[src/rtl/elevator_pkg.sv]
// Shared types for the elevator direction-decision block.
// ELEV_CTRL_REVERSE_GUARD_EN adds the S_HALT state used between direct reversals.
package elevator_pkg;

    localparam int FLOOR_W_DEFAULT = 4;

    typedef logic [FLOOR_W_DEFAULT-1:0] floor_t;

    typedef enum logic [2:0] {
        S_RESET    = 3'd0,
        S_UP       = 3'd1,
        S_DOWN     = 3'd2,
        S_AT_FLOOR = 3'd3,
`ifdef ELEV_CTRL_REVERSE_GUARD_EN
        S_FAULT    = 3'd4,
        S_HALT     = 3'd5
`else
        S_FAULT    = 3'd4
`endif
    } ctrl_state_t;

endpackage

[src/rtl/elevator_floor_cmp.sv]
// Combinational comparison of target vs current floor, with range check against max_floor.
module elevator_floor_cmp #(
    parameter int FLOOR_W = 4
) (
    input  logic [FLOOR_W-1:0] floor_no,
    input  logic [FLOOR_W-1:0] current_floor,
    input  logic [FLOOR_W-1:0] max_floor,
    output logic               gt,
    output logic               lt,
    output logic               eq,
    output logic               err
);

    // Plain unsigned compares at full width; no wrap-around is possible.
    always_comb begin
        gt  = floor_no > current_floor;
        lt  = floor_no < current_floor;
        eq  = floor_no == current_floor;
        err = (floor_no > max_floor) || (current_floor > max_floor);
    end

endmodule

[src/rtl/elevator_ctrl.sv]
// Registered up/down/at-floor/fault decision for the elevator motion FSM.
// Optional ELEV_CTRL_REVERSE_GUARD_EN inserts a one-cycle S_HALT on direct reversals.
module elevator_ctrl
    import elevator_pkg::*;
#(
    parameter int FLOOR_W   = FLOOR_W_DEFAULT,
    parameter int MAX_FLOOR = 9
) (
    input  logic               i_ctrl_clk,
    input  logic               i_ctrl_rst,
    input  logic [FLOOR_W-1:0] i_ctrl_floor_no,
    input  logic [FLOOR_W-1:0] i_ctrl_current_floor,
    output logic               o_ctrl_fsm_move_up,
    output logic               o_ctrl_fsm_move_down,
    output logic               o_ctrl_fsm_equal,
    output logic               o_ctrl_req_err,
    output ctrl_state_t        o_ctrl_state
);

    // No handshake: both floor inputs are levels sampled on every rising edge;
    // outputs are a pure decode of the state register and change one edge later.

    localparam logic [FLOOR_W-1:0] MAX_FLOOR_V = MAX_FLOOR[FLOOR_W-1:0];

    ctrl_state_t state, state_next, cand;
    logic        cmp_gt, cmp_lt, cmp_eq, cmp_err;

    elevator_floor_cmp #(
        .FLOOR_W(FLOOR_W)
    ) u_cmp (
        .floor_no      (i_ctrl_floor_no),
        .current_floor (i_ctrl_current_floor),
        .max_floor     (MAX_FLOOR_V),
        .gt            (cmp_gt),
        .lt            (cmp_lt),
        .eq            (cmp_eq),
        .err           (cmp_err)
    );

    always_ff @(posedge i_ctrl_clk) begin
        if (i_ctrl_rst) begin
            state <= S_RESET;
        end else begin
            state <= state_next;
        end
    end

    always_comb begin
        cand = S_AT_FLOOR;
        if (cmp_err) begin
            cand = S_FAULT;
        end else if (cmp_gt) begin
            cand = S_UP;
        end else if (cmp_lt) begin
            cand = S_DOWN;
        end else if (cmp_eq) begin
            cand = S_AT_FLOOR;
        end

        state_next = cand;
`ifdef ELEV_CTRL_REVERSE_GUARD_EN
        // Fault already wins inside cand, so only true direction flips are held.
        if ((state == S_UP && cand == S_DOWN) || (state == S_DOWN && cand == S_UP)) begin
            state_next = S_HALT;
        end
`endif
    end

    always_comb begin
        o_ctrl_fsm_move_up   = 1'b0;
        o_ctrl_fsm_move_down = 1'b0;
        o_ctrl_fsm_equal     = 1'b0;
        o_ctrl_req_err       = 1'b0;
        case (state)
            S_UP:       o_ctrl_fsm_move_up   = 1'b1;
            S_DOWN:     o_ctrl_fsm_move_down = 1'b1;
            S_AT_FLOOR: o_ctrl_fsm_equal     = 1'b1;
            S_FAULT:    o_ctrl_req_err       = 1'b1;
            default:    ;
        endcase
    end

    assign o_ctrl_state = state;

endmodule

[config.mk]
export PLATFORM = sky130hd
export DESIGN_NAME = elevator_ctrl
export DESIGN_NICKNAME = d
export VERILOG_FILES = /design/src/rtl/elevator_pkg.sv /design/src/rtl/elevator_floor_cmp.sv /design/src/rtl/elevator_ctrl.sv
export SDC_FILE = /design/constraint.sdc
export NUM_CORES = 1
export LEC_CHECK = 0
export CAP_MARGIN = 10
export CORE_AREA = 2 2 39 41
export CTS_BUF_LIST = sky130_fd_sc_hd__clkbuf_2 sky130_fd_sc_hd__clkbuf_4 sky130_fd_sc_hd__clkbuf_8
export DETAILED_ROUTE_END_ITERATION = 16
export DIE_AREA = 0 0 41 43
export GPL_ROUTABILITY_DRIVEN = 1
export PLACE_DENSITY = 0.5
export SLEW_MARGIN = 10
export SYNTH_ARGS = -nofsm -noshare
export SYNTH_HDL_FRONTEND = slang
export SYNTH_SLANG_ARGS = --single-unit
[constraint.sdc]
create_clock -name i_ctrl_clk -period 3.3 [get_ports i_ctrl_clk]
set_clock_uncertainty 0.15 [all_clocks]
set_input_delay 0.495 -clock i_ctrl_clk [delete_from_list [all_inputs] [get_ports i_ctrl_clk]]
set_output_delay 0.495 -clock i_ctrl_clk [all_outputs]
set_load 0.01 [all_outputs]
==> qor.txt, run 1 <==
Status = complete, no violations
Fin. Hold Viols = 0
Fin util = 32.7%
Yosys cell types = 12
DIE WIDTH = 41 µm
Power share of the sequential group = 26.7%
XOR/XNOR Fraction of Synth Area = 0%
Post-synthesis adder-cell area fraction = 20.6%
Placement Setup Slack = 1280 ps
Post-synthesis compound-gate area fraction = 22.2%
Number of global-route vias before repair = 247
Placed cells = 59
Max-cap violations = 0
Wire per inst = 8.02 µm
RSZ-0062 raised after global routing = no
Finished Layout Cells = 63
Final critical-path required period = 2000 ps
Port Buffers = 16
Worst setup EP type = primary output
Routed vias = 253
Maximum clock path buffer count = 2
Worst vdd ir = 0.0000860 V
Slowest-stage cell, CP = clkdlybuf4s50_1
Post-synth EDFFs = 0
Critical path launch point type = flop
Synth area leaders = dfxtp_1, ha_1, o21ai_2
H-tree depth = 1
Site Rows = 14
Hold-fix buffers, CTS = 0
Final #Nets = 62
Synthesis-to-layout area growth = 86.6%
Synth Area in Simple Gates = 24.7%
Largest net degree at the start of global routing = 6
Initial Util = 17.5%
Syn_nets = 41
# diodes = 0
Switching share of total power = 23.5%
Largest family of logic cells by synthesized area = simple AND/OR/NAND/NOR gates
Post-synthesis cell count = 27
Post-CTS Setup Bufs = 0
CTS Buf Count = 3
First-pass GRT wire length = 828 µm
Die H = 43 µm
Share of the yosys chip area belonging to registers = 24.7%
Synth Register Bits = 3
Drt first pass iters = 2
Setup TNS = 0 ps
Synth Cell Area = 243 µm²
Sink Count = 3
Tcrit/Tclk final = 60.7%
Gr usage total = 7.22%
Hold Path Class = in -> reg
Worst Path Required = 2650 ps
Worst path max stage delay = 560 ps
Net Sw Power = 0.0000365 W
Syn. warnings = 0
Worst-path maximum fanout = 5
Grt met1 use = 8.01%
Worst EP arrival = 1360 ps
Mux contribution to synthesized area = 0%
Most frequent cell after synthesis = inv_1
Final worst slack = 1300 ps
F_max = 500 MHz
Max Slew Vio Count = 0
Met2 Resource Use GR = 10.0%
GR Overflow Total = 0
DR iter-0 viols = 1
Post-CTS resize count = 0
Grt met3 use = 1.57%
Final Cell Area = 453 µm²
Logic pwr share = 28.0%
CTS tree = yes
Layout cell share with drive strength beyond 1 = 21.3%
Vias per cell = 4.02
Remaining DRCs = 0
Drt total wl = 505 µm
GRT busiest layer = met2
Max-slew headroom = 88.9%
Top cell type's share of synthesized area = 24.7%
P_leak = 0.193 nW
Gp weighted congestion = 0.688
Placed cell areas = 423 µm²
Crit-path cells = nor3b_1 > clkdlybuf4s50_1
Number of routed nets with antenna violations = 0
Ports = 17
Clock network power share = 45.3%
Die area = 1760 µm²
Top FF cell, synth = dfxtp_1
Int Power = 0.000119 W
Top cells by count, synth = inv_1, ha_1
PwrDens = 343 nW/µm²
Critical Setup Path Class = reg -> out
Async SR Flop Fraction = 0%
Syn_area_per_cell = 8.99 µm²
Initial antenna violation count = 0
Largest delay share family, worst path = buffers and inverters
Final setup viols = 0
Clock-pin slew on the worst setup and hold paths = 30 ps
Crit path buf inv count = 1
Cell taking the most area after synthesis = dfxtp_1
Largest register FFs = 3
Root Buffer = clkbuf_4
Detail Placement HPWL = 439 µm
Slew @ Worst Pin = 166 ps
Core area = 1380 µm²
## cells in the final DEF, fill, tap and decap left out
| master | instances |
|---|---|
| a211oi_2 | 1 |
| a21oi_1 | 3 |
| and3b_1 | 1 |
| clkbuf_4 | 4 |
| clkdlybuf4s50_1 | 16 |
| dfxtp_1 | 3 |
| ha_1 | 4 |
| inv_1 | 5 |
| nand2_1 | 1 |
| nand2_2 | 1 |
| nand4_1 | 1 |
| nor3b_1 | 3 |
| nor3b_2 | 1 |
| o21ai_2 | 3 |
## through the flow
stage               hold slack (ps)   power, W
global route                    739   0.000169
floorplan                       410  0.0000610
CTS                             740   0.000159
detailed placement              984  0.0000860
finish                          744   0.000155
global placement                992  0.0000863
## power groups by stage
stage | clock network, W | registers, W | logic [W]
6_report | 0.0000703 | 0.0000414 | 0.0000435
4_1_cts | 0.0000737 | 0.0000414 | 0.0000442
3_5_place_dp | 0 | 0.0000419 | 0.0000440
2_1_floorplan | 0 | 0.0000427 | 0.0000183
5_1_grt | 0.0000787 | 0.0000418 | 0.0000489
3_3_place_gp | 0 | 0.0000420 | 0.0000444
## cells by family after synthesis
| group | count (synthesis) |
|---|---|
| buffers and inverters | 5 |
| adders and majority gates | 4 |
| and+or+nand+nor | 8 |
| DFF | 3 |
| AOI/OAI and AO/OA | 7 |
## cell type report
type / count / area, µm²
Multi-Input combinational cell: 19 / 164
Inverter: 5 / 18.8
Sequential cell: 3 / 60.1
Timing Repair Buffer: 16 / 160
Clock buffer: 4 / 30.0
Tap cell: 16 / 20.0
Fill cell: 156 / 931
## final timing paths
kind / start / end / slack (ps) / cells past startpoint
worst min-delay path: i_ctrl_rst / o_ctrl_state[1] / 740 / 2
worst max-delay path: o_ctrl_state[1] / o_ctrl_fsm_move_down / 1300 / 2
## routing by layer
metal	vias to the layer above	wire length, µm
met2	14	223
met4	0	0
met3	0	48
met1	104	233
met5	-	0
li1	135	-
Note: power is estimated with default switching activity, not from simulation.
==> run 2, diff against run 1 <==
==> constraint.sdc (replaced) <==
create_clock -name i_ctrl_clk -period 2 [get_ports i_ctrl_clk]
set_clock_uncertainty 0.15 [all_clocks]
set_input_delay 0.3 -clock i_ctrl_clk [delete_from_list [all_inputs] [get_ports i_ctrl_clk]]
set_output_delay 0.3 -clock i_ctrl_clk [all_outputs]
set_load 0.01 [all_outputs]
==> run 2 against run 1 <==
- flip-flop and latch count stayed put
- combinational power increased by 67%
- total power is 66% higher
- utilization unchanged
- critical path depth unchanged
- non-clock buffer count unchanged
- final cell count stayed put
- die area unchanged
- global-route usage down 0.30 points
- via count increased by 0.79%
- routed wire length grew 0.79%
==> qor.txt, run 2 (synthesis gave the netlist of run 1 again) <==
Core area = 1380 µm² (unchanged)
PwrDens = 570 nW/µm² (+66%)
Gp weighted congestion = 0.663 (-3.6%)
Vias per cell = 4.05 (+0.79%)
Synthesis-to-layout area growth = 86.6% (unchanged)
Final setup viols = 0 (unchanged)
Status = complete, no violations
Slew @ Worst Pin = 158 ps (-8.02 ps)
Sink Count = 3 (unchanged)
Worst vdd ir = 0.000167 V (+95%)
H-tree depth = 1 (unchanged)
Routed vias = 255 (+0.79%)
Maximum clock path buffer count = 2 (unchanged)
Wire per inst = 8.08 µm (+0.79%)
Hold-fix buffers, CTS = 0 (unchanged)
Clock-pin slew on the worst setup and hold paths = 40 ps (about the same)
Drt first pass iters = 1 (-1)
Worst path max stage delay = 560 ps (about the same)
Ports = 17 (unchanged)
Worst EP arrival = 1350 ps (about the same)
Largest net degree at the start of global routing = 6 (unchanged)
Critical path launch point type = flop
Highest-count cells in the layout ignoring fill and taps = clkdlybuf4s50_1, inv_1, ha_1, clkbuf_4
Max-cap violations = 0 (unchanged)
Worst Path Required = 1550 ps (-1100 ps)
P_leak = 0.193 nW (unchanged)
Crit-path cells = nor3b_1 > clkdlybuf4s50_1
Tcrit/Tclk final = 90.0%
Worst setup EP type = primary output
DR iter-0 viols = 0 (-1)
Final #Nets = 62 (unchanged)
Hold Path Class = in -> reg
F_max = 556 MHz
GR Overflow Total = 0 (unchanged)
Root Buffer = clkbuf_4
# fillers = 149 (-4.5%)
Area of the multi-input gates = 164 µm² (unchanged)
Detail Placement HPWL = 445 µm (+1.3%)
FF/Latch Area = 60.1 µm² (unchanged)
First-pass GRT wire length = 807 µm (-2.5%)
Largest register FFs = 3 (unchanged)
Site Rows = 14 (unchanged)
# diodes = 0 (unchanged)
Number of routed nets with antenna violations = 0 (unchanged)
Slowest-stage cell, CP = clkdlybuf4s50_1
Die H = 43 µm (unchanged)
Gr usage total = 6.92% (-0.30 points)
Critical Setup Path Class = reg -> out
RSZ-0062 raised after global routing = no
Placed cell areas = 423 µm² (unchanged)
Max-slew headroom = 89.5% (+0.54 points)
Placed cells = 59 (unchanged)
Fin. Hold Viols = 0 (unchanged)
Drt total wl = 509 µm (+0.79%)
Design Power = 0.000258 W (+66%)
Remaining DRCs = 0 (unchanged)
Port Buffers = 16 (unchanged)
Post-CTS Setup Bufs = 0 (unchanged)
Finished Layout Cells = 63 (unchanged)
Commonest non-fill, non-tap cell in the layout = clkdlybuf4s50_1
Initial Util = 17.5% (unchanged)
CTS Buf Count = 3 (unchanged)
Layout cell share with drive strength beyond 1 = 21.3% (unchanged)
CTS tree = yes
Final critical-path required period = 1800 ps
Die area = 1760 µm² (unchanged)
Final Cell Area = 453 µm² (unchanged)
Initial antenna violation count = 0 (unchanged)
Max Slew Vio Count = 0 (unchanged)
Post-CTS resize count = 0 (unchanged)
Worst-path maximum fanout = 5 (unchanged)
Number of global-route vias before repair = 207 (-16%)
DIE WIDTH = 41 µm (unchanged)
Setup TNS = 0 ps (unchanged)
run 2: cell counts in the layout (fill, tap and decap cells not counted):
Identical to the previous run, type by type.
run 2: cell type report:
type,instances,area share [%]
multi-input cells,19,36.2
inverters,5,4.14
repair buffers,16,35.4
clock buffers,4,6.63
flip-flops and latches,3,13.3
well taps,16,4.42
run 2: through the flow:
stage / setup slack [ps] / hold slack [ps] / utilization (%)
4_1_cts: 179 / 547 / 32.7
5_1_grt: 98.9 / 548 / 32.7
6_report: 201 / 548 / 32.7
2_1_floorplan: 738 / 215 / -
3_3_place_gp: 175 / 794 / 30.6
3_5_place_dp: 160 / 795 / 30.6
run 2: layer usage:
metal	global-route usage (%)	vias to the layer above	routed length (µm)	share of wire [%]
met1	8.01	101	221	43
li1	-	136	-	-
met4	6.00	0	16	3.1
met2	10.0	16	212	42
met5	0	-	0	0
met3	1.57	2	59	12
run 2: critical path, delay by kind of cell, from the launching register on:
family                 cells  cell delay (ps)
buffers and inverters      1              560
and+or+nand+nor            1              190
DFF                        1              370
run 2: path summary, 6_finish.rpt:
kind,depth (start not counted),to,slack (ps),from
max,2,o_ctrl_fsm_move_down,200,o_ctrl_state[1]
min,2,o_ctrl_state[1],550,i_ctrl_rst
run 2: power breakdown:
| group | switching, W | internal, W | total [W] | leakage, nW |
|---|---|---|---|---|
| Sequential | 0.00000391 | 0.0000642 | 0.0000681 | 0.0247 |
| Combinational | 0.0000289 | 0.0000437 | 0.0000725 | 0.149 |
| Clock | 0.0000293 | 0.0000881 | 0.000117 | 0.0184 |
| Total | 0.0000620 | 0.000196 | 0.000258 | 0.193 |
